===== config.mk =====
export PLATFORM = sky130hd
export DESIGN_NAME = display_scan_scheduler
export DESIGN_NICKNAME = d
export VERILOG_FILES = /design/src/rtl/display_scan_scheduler.sv
export SDC_FILE = /design/constraint.sdc
export NUM_CORES = 1
export LEC_CHECK = 0
export CAP_MARGIN = 20
export CORE_ASPECT_RATIO = 1.25
export CORE_MARGIN = 5
export CORE_UTILIZATION = 62
export CTS_BUF_LIST = sky130_fd_sc_hd__clkbuf_4 sky130_fd_sc_hd__clkbuf_8
export DETAILED_ROUTE_END_ITERATION = 10
export HOLD_SLACK_MARGIN = 0.05
export PLACE_DENSITY = 0.87
export SKIP_CTS_REPAIR_TIMING = 1
export SLEW_MARGIN = 20
export SYNTH_ARGS = -nofsm -noshare
export SYNTH_HDL_FRONTEND = slang
export SYNTH_SLANG_ARGS = --single-unit

===== constraint.sdc =====
create_clock -name clk -period 8.5 [get_ports clk]
set_input_delay 1.7 -clock clk [delete_from_list [all_inputs] [get_ports clk]]
set_output_delay 1.7 -clock clk [all_outputs]
set_load 0.05 [all_outputs]

===== src/rtl/display_scan_scheduler.sv =====
// display_scan_scheduler: time-multiplexed scan controller for a 4-digit
// 7-segment display. It generates the digit selector, the active-low anode
// drives, the current digit nibble and its decimal point. It has a guard
// interval that prevents ghosting, per-digit blanking and 16-level PWM
// brightness.
// New values arrive on a valid/ready port and are held in a shadow register.
// They are committed to the displayed value only at a frame boundary.
// Optional build macro: LEADING_ZERO_BLANK_EN. When it is defined, leading zero
// digits (3..1) of the displayed value are dark.
module display_scan_scheduler #(
  parameter int SLOT_CYCLES  = 50000,
  parameter int GUARD_CYCLES = 500,
  parameter int CW           = 16
) (
  input  logic        clk,
  input  logic        rst_n,
  input  logic        wr_valid,
  output logic        wr_ready,
  input  logic [15:0] wr_data,
  input  logic [3:0]  wr_dp,
  input  logic [3:0]  blank_mask,
  input  logic [3:0]  brightness,
  output logic [1:0]  selector,
  output logic [3:0]  digit,
  output logic [3:0]  an_n,
  output logic        dp_n,
  output logic        frame_done
);

  localparam logic [CW-1:0] SLOT_LAST = CW'(SLOT_CYCLES - 1);
  localparam logic [CW-1:0] GUARD_LEN = CW'(GUARD_CYCLES);

  logic [CW-1:0] slot_cnt_q, slot_cnt_d;
  logic [1:0]    sel_q, sel_d;
  logic [15:0]   active_q, active_d;
  logic [3:0]    act_dp_q, act_dp_d;
  logic [15:0]   shadow_q, shadow_d;
  logic [3:0]    shadow_dp_q, shadow_dp_d;
  logic          pending_q, pending_d;
  logic          wr_ready_q, wr_ready_d;
  logic [3:0]    an_n_q, an_n_d;
  logic          dp_n_q, dp_n_d;
  logic [3:0]    digit_q, digit_d;
  logic          fd_q, fd_d;
  logic          guard, on_phase, blanked;
  logic [3:0]    auto_blank;

  function automatic logic [3:0] nibble(input logic [15:0] v, input logic [1:0] s);
    logic [3:0] n;
    case (s)
      2'd0:    n = v[3:0];
      2'd1:    n = v[7:4];
      2'd2:    n = v[11:8];
      default: n = v[15:12];
    endcase
    return n;
  endfunction

`ifdef LEADING_ZERO_BLANK_EN
  // A digit is a leading zero when it and every higher digit are zero.
  function automatic logic [3:0] lz_mask(input logic [15:0] v);
    logic [3:0] m;
    m[3] = (v[15:12] == 4'd0);
    m[2] = m[3] && (v[11:8] == 4'd0);
    m[1] = m[2] && (v[7:4] == 4'd0);
    m[0] = 1'b0;
    return m;
  endfunction
`endif

  // Next-state logic. All outputs are computed from the next counter and
  // selector values, so each registered output lines up with the slot_cnt it
  // describes.
  always_comb begin
    slot_cnt_d  = slot_cnt_q + CW'(1);
    sel_d       = sel_q;
    active_d    = active_q;
    act_dp_d    = act_dp_q;
    shadow_d    = shadow_q;
    shadow_dp_d = shadow_dp_q;
    pending_d   = pending_q;

    if (slot_cnt_q == SLOT_LAST) begin
      slot_cnt_d = '0;
      sel_d      = sel_q + 2'd1;
    end

    // The commit happens only on the frame_done cycle, so a frame never mixes
    // two values. A write accepted on that same cycle sees pending_q=0 and
    // therefore waits for the next frame boundary.
    if (fd_q && pending_q) begin
      active_d  = shadow_q;
      act_dp_d  = shadow_dp_q;
      pending_d = 1'b0;
    end else if (wr_valid && wr_ready_q) begin
      shadow_d    = wr_data;
      shadow_dp_d = wr_dp;
      pending_d   = 1'b1;
    end
    wr_ready_d = !pending_d;

`ifdef LEADING_ZERO_BLANK_EN
    auto_blank = lz_mask(active_d);
`else
    auto_blank = 4'b0000;
`endif

    guard    = (slot_cnt_d < GUARD_LEN);
    on_phase = !guard && (slot_cnt_d[3:0] <= brightness);
    blanked  = blank_mask[sel_d] || auto_blank[sel_d];

    an_n_d  = (on_phase && !blanked) ? ~(4'b0001 << sel_d) : 4'b1111;
    dp_n_d  = (guard || blanked) ? 1'b1 : ~act_dp_d[sel_d];
    digit_d = nibble(active_d, sel_d);
    fd_d    = (slot_cnt_d == SLOT_LAST) && (sel_d == 2'd3);
  end

  // Registers for the state and for all outputs. An asynchronous reset drops
  // any pending update.
  always_ff @(posedge clk or negedge rst_n) begin
    if (!rst_n) begin
      slot_cnt_q  <= '0;
      sel_q       <= 2'd0;
      active_q    <= 16'h0000;
      act_dp_q    <= 4'b0000;
      shadow_q    <= 16'h0000;
      shadow_dp_q <= 4'b0000;
      pending_q   <= 1'b0;
      wr_ready_q  <= 1'b1;
      an_n_q      <= 4'b1111;
      dp_n_q      <= 1'b1;
      digit_q     <= 4'd0;
      fd_q        <= 1'b0;
    end else begin
      slot_cnt_q  <= slot_cnt_d;
      sel_q       <= sel_d;
      active_q    <= active_d;
      act_dp_q    <= act_dp_d;
      shadow_q    <= shadow_d;
      shadow_dp_q <= shadow_dp_d;
      pending_q   <= pending_d;
      wr_ready_q  <= wr_ready_d;
      an_n_q      <= an_n_d;
      dp_n_q      <= dp_n_d;
      digit_q     <= digit_d;
      fd_q        <= fd_d;
    end
  end

  assign wr_ready   = wr_ready_q;
  assign selector   = sel_q;
  assign digit      = digit_q;
  assign an_n       = an_n_q;
  assign dp_n       = dp_n_q;
  assign frame_done = fd_q;

endmodule

# Word-level counts from Yosys, hierarchy flattened

Cells that the tools add are included.

Logic and storage cells: 53
Flip-flop bits (word level): 70
Input port bits: 31
Output and inout bits: 13

Reduce and logical (&&, ||, !) cells: 12
$add $sub $neg: 2
Order comparisons: 3
Shifts and indexed selects: 1
Bitwise logic cells: 3
Mux-type cells: 15
Equal/unequal tests: 5

Operator list:

| cell                                                | count |
|---|---|
| equality test 16 bit, second input constant         | 2 |
| two-way mux 16 bit                                  | 2 |
| adder 16 x 1 -> 16 bit, second input constant       | 1 |
| < comparator 16 x 9 -> 1 bit, second input constant | 1 |
| case mux 4 bit (3 select lines)                     | 1 |
| two-way mux 4 bit                                   | 2 |
| binary-select mux 1 bit (select 2 bit)              | 3 |
| two-way mux 1 bit                                   | 6 |
| logical AND 1 bit                                   | 5 |
| equality test 2 bit, second input constant          | 2 |
| less-or-equal comparator 4 bit                      | 1 |
| NOT 4 bit                                           | 1 |
| left shift 1 x 2 -> 4 bit, first input constant     | 1 |
| zero test 1 bit                                     | 3 |
| < comparator 2 x 3 -> 1 bit, second input constant  | 1 |
| adder 2 x 1 -> 2 bit, second input constant         | 1 |
| equality test 2 x 1 -> 1 bit, second input constant | 1 |
| zero test 2 bit                                     | 1 |
| logical OR 1 bit                                    | 2 |
| two-way mux 2 bit                                   | 1 |
| NOT 1 bit                                           | 2 |
| AND reduction 2 bit                                 | 1 |

# Depth between registers and ports, before layout

Word-level depth: 8
Mapped depth: 14
Gate-level depth less buffers: 11

# Worst setup path after synthesis

Ideal clock, no wire load.

Path kind: flip-flop to flip-flop
Start: register slot_cnt_q[1]
End: register an_n_q[0] (netlist: an_n[0])
Stages on the path, launching flop included: 15
Library setup time: 87 ps
Period minus slack after synthesis: 2,818 ps
Data required time: 8,413 ps
Arrival time: 2,731 ps
Path buffers: 3
Slack: 5,682 ps
Path through: dfrtp_1 ha_1 buf_2 nand3_1 or4_4 buf_6 buf_2 nand2_1 ha_1 inv_1 a21oi_1 o21ai_0 nand2_1 o31a_1 o211ai_2

Word-level cells in the longest chain between the ends: 8
Elaborated cells on any way between the ends: 18
Those cells by class: add/sub: 1; order compare: 2; eq/ne: 1; shift: 1; mux: 7; bitwise: 1; reduce/logical: 5

RTL lines:

| what                                                                           | line | RTL |
|---|---|---|
| from (decl)                                                                    | 33   | `logic [CW-1:0] slot_cnt_q, slot_cnt_d;` |
| from (signal assigned)                                                         | 135  | `slot_cnt_q <= slot_cnt_d;` |
| parallel branches: the longest is 7 deep, another holds adder 16 x 1 -> 16 bit | n/a  |  |
| two-way mux 4 bit *                                                            | 112  | `an_n_d = (on_phase && !blanked) ? ~(4'b0001 << sel_d) : 4'b1111;` |
| net an_n_d[0]                                                                  | 41   | `logic [3:0] an_n_q, an_n_d;` |
| to (signal assigned)                                                           | 143  | `an_n_q <= an_n_d;` |
| to (decl)                                                                      | 41   |  |

Mark *: on every way through the listed nets, which the timed path passes. The select of a mux whose other input is x is not followed.
A chain may end at the register's enable or synchronous reset.

# Final worst setup path

Start: register sel_q[1] (netlist: selector[1])
End: output port selector[1]

RTL lines:

| what                   | line | RTL |
|---|---|---|
| from (decl)            | 34   | `logic [1:0] sel_q, sel_d;` |
| from (signal assigned) | 136  | `sel_q <= sel_d;` |
| to (decl)              | 23   | `output logic [1:0] selector,` |

No word-level cell between the ends.

==> flow_metrics.tcl <==
set metrics [dict create \
    synthArstFlopShare_pct 100 \
    drc 0 \
    fin_skew_ps 6.34 \
    post_drt_wl_per_cell_um 16.4 \
    yosysMostFrequentCell "dfrtp_1" \
    end_kind "primary output" \
    synthCells 317 \
    dieHeight_um 95.8 \
    syn_area_um2 3650 \
    critPathTopFamily "buffers and inverters" \
    clockBufferDepth 2 \
    clock.fmax_ghz 0.263 \
    fin_tns_setup_ps 0 \
    vdd_drop_max_mv 0.0751 \
    root_buffer "clkbuf_8" \
    die_w_um 78.6 \
    syn-mean-instance-area_um2 11.5 \
    synth_edf_count 0 \
    r2r_setup_slack_ps 5260 \
    utilization_pct 73.6 \
    grt_pass1_vias 2546 \
    timing.slew.headroom_pct 40.4 \
    drt-pass1-iter-count 4 \
    htree_num_levels 3 \
    postRouteAntennaNets 0 \
    clk_latency_ps 340 \
    core_um2 5780 \
    ios 44 \
    numCtsBuffers 9 \
    grt_usage_pct 20.2 \
    antenna_cells 0 \
    cp.arrival_ps 2100 \
    rsz0062_at_grt "false" \
    ys_top_cells_by_area "dfrtp_1 (44%), mux2_2 (13%), mux2i_1 (5.2%)" \
    antenna_found_initial 0 \
    cp_cell_sequence "clkdlybuf4s50_1" \
    status "complete, no violations" \
    setup.worst_path.start_class "flip-flop" \
    yosysWarnings 0 \
    fin_area_um2 4250 \
    timing.max_cap.violations 0 \
    synth_common_cells "dfrtp_1 (64), mux2_2 (43), nand2_1 (26), mux2i_1 (19), nor3_1 (16)" \
    synth_ff_type "dfrtp_1" \
    r2r_cells 11 \
    nNetsFinal 390 \
    min_period_over_period_pct 44.7 \
    worst_r2r_endpoint "an_n[2]$_DFF_PN1_" \
    grt_pass1_wl_um 11700 \
    clk_pin_slew_worst_paths_ps 70 \
    path_buf_inv 1 \
    hold_violations 0 \
    grt_max_degree 71 \
    synth_top_cell_area_share_pct 43.9 \
    p_per_area_nw_per_um2 160 \
    die_area_um2 7530 \
    yosysSeqAreaShare_pct 48.2 \
    hp-class "flip-flop to flip-flop" \
    min_from "act_dp_q[1]$_DFF_PN0_" \
    cpMaxStageDelayCell "clkdlybuf4s50_1" \
    hpwlAfterDp_um 4820 \
    period_minus_slack_ps 3800 \
    syn_nets 354 \
    gp_congestion 0.886 \
    leakage_nw 1.93 \
    yosysUniqueCellTypes 54 \
    crit_type "flip-flop to primary output" \
    worstHoldEndpoint "act_dp_q[1]$_DFF_PN0_" \
    cts_tree "yes" \
    critPathMaxFanout 21 \
    cp.required_ps 6800 \
    timing.rr.start "slot_cnt_q[1]$_DFF_PN0_" \
    gr-total-overflow 0 \
    portBuffers 43 \
    worstMarginPinSlew_ps 891 \
    drive_gt1_share_pct 23.0 \
    drt_iter0_markers 110 \
    rows 31 \
    slew_violations 0 \
    whs_path_depth 1 \
    routed_wl_um 6950 \
    post_dp_cell_area_um2 4070 \
    start_util_pct 63.1 \
    ys_ff_latch 70 \
    via_count 2504 \
    area_growth_pct 16.6 \
    vias_per_cell 5.92 \
    yosysTopAreaCell "dfrtp_1" \
    finalSetupViolCount 0 \
    clock-sinks 70 \
    slowest_delay_ps 950 \
]
area by class of cell:
| type | count | area, um^2 |
|---|---|---|
| clock buffers | 9 | 124 |
| clock inverters | 6 | 40.0 |
| fillers | 380 | 1530 |
| inverters | 15 | 56.3 |
| multi-input cells | 212 | 1750 |
| flip-flops and latches | 70 | 1760 |
| well taps | 66 | 82.6 |
| repair buffers | 45 | 444 |
how the worst max path moves through the flow:
stage                                        from                         end  slack, ps  cells after the start
after floorplan           slot_cnt_q[1]$_DFF_PN0_           an_n[0]$_DFF_PN1_       5680                     14
after global placement                   wr_valid  shadow_dp_q[1]$_DFFE_PN0P_       4910                      4
after detailed placement                 wr_valid  shadow_dp_q[1]$_DFFE_PN0P_       4880                      4
after CTS                   selector[0]$_DFF_PN0_                 selector[0]       4680                      1
after global routing        selector[0]$_DFF_PN0_                 selector[0]       4590                      1
final                       selector[1]$_DFF_PN0_                 selector[1]       4700                      1
where the power goes:
part	internal, mW	total (mW)	switching (mW)	leakage [nW]
clock	0.103	0.227	0.124	0.0731
sequential	0.369	0.388	0.0192	0.894
combinational	0.0420	0.0643	0.0223	0.964
total	0.514	0.679	0.165	1.93
per-stage QoR:
| step | hold WS [ps] | setup slack [ps] | cells | power, mW |
|---|---|---|---|---|
| 2_1_floorplan | 467 | 5680 | 317 | 0.426 |
| 3_3_place_gp | 474 | 4910 | 407 | 0.454 |
| 3_5_place_dp | 483 | 4880 | 407 | 0.459 |
| 4_1_cts | 501 | 4680 | 422 | 0.686 |
| 5_1_grt | 513 | 4590 | 423 | 0.712 |
| 6_report | 497 | 4700 | 423 | 0.679 |
layout by cell type (no fill, tap or decap), types with 3 or more instances in the layout:
| cell type | instances |
|---|---|
| mux2i_1 | 19 |
| inv_1 | 15 |
| dfrtp_1 | 64 |
| nand3_1 | 5 |
| mux4_2 | 4 |
| and3_1 | 3 |
| mux2_2 | 43 |
| nand2b_1 | 3 |
| o21ai_0 | 5 |
| xor2_1 | 5 |
| a21oi_1 | 3 |
| nor2_1 | 10 |
| clkbuf_8 | 9 |
| nand2_1 | 26 |
| nor3_1 | 16 |
| ha_1 | 6 |
| clkinvlp_4 | 4 |
| or3_1 | 4 |
| xnor2_1 | 10 |
| dfstp_2 | 6 |
| clkdlybuf4s50_1 | 42 |
| o22ai_1 | 3 |
| nor4_1 | 4 |
| nand4_1 | 8 |
cell families (layout without fill, tap and decap cells):
logic type | count (synthesis) | count (layout) | share of synthesized area [%]
AND/OR/NAND/NOR | 95 | 95 | 14.5
XOR/XNOR | 15 | 15 | 3.60
multiplexers | 66 | 66 | 21.0
flip-flops | 70 | 70 | 48.2
AO/OA/AOI/OAI | 30 | 30 | 6.41
buffers and inverters | 35 | 75 | 4.22
adder cells (fa/ha/maj) | 6 | 6 | 2.06
flip-flops by register name, summed over array words and instances (netlist names):
register and flops:
an_n 4, act_dp_q 4, shadow_dp_q 4, active_q 16
slot_cnt_q 16, selector 2, wr_ready 1, pending_q 1
frame_done 1, digit 4, shadow_q 16, dp_n 1
routing by layer:
layer | GRT usage (%) | vias up | share of wire [%]
met5 | 0 | - | 0
met1 | 24.8 | 1217 | 43
met2 | 33.6 | 59 | 49
met3 | 3.93 | 19 | 4.1
li1 | - | 1209 | -
met4 | 11.4 | 0 | 3.1
Power figures use the tool's default switching activity.
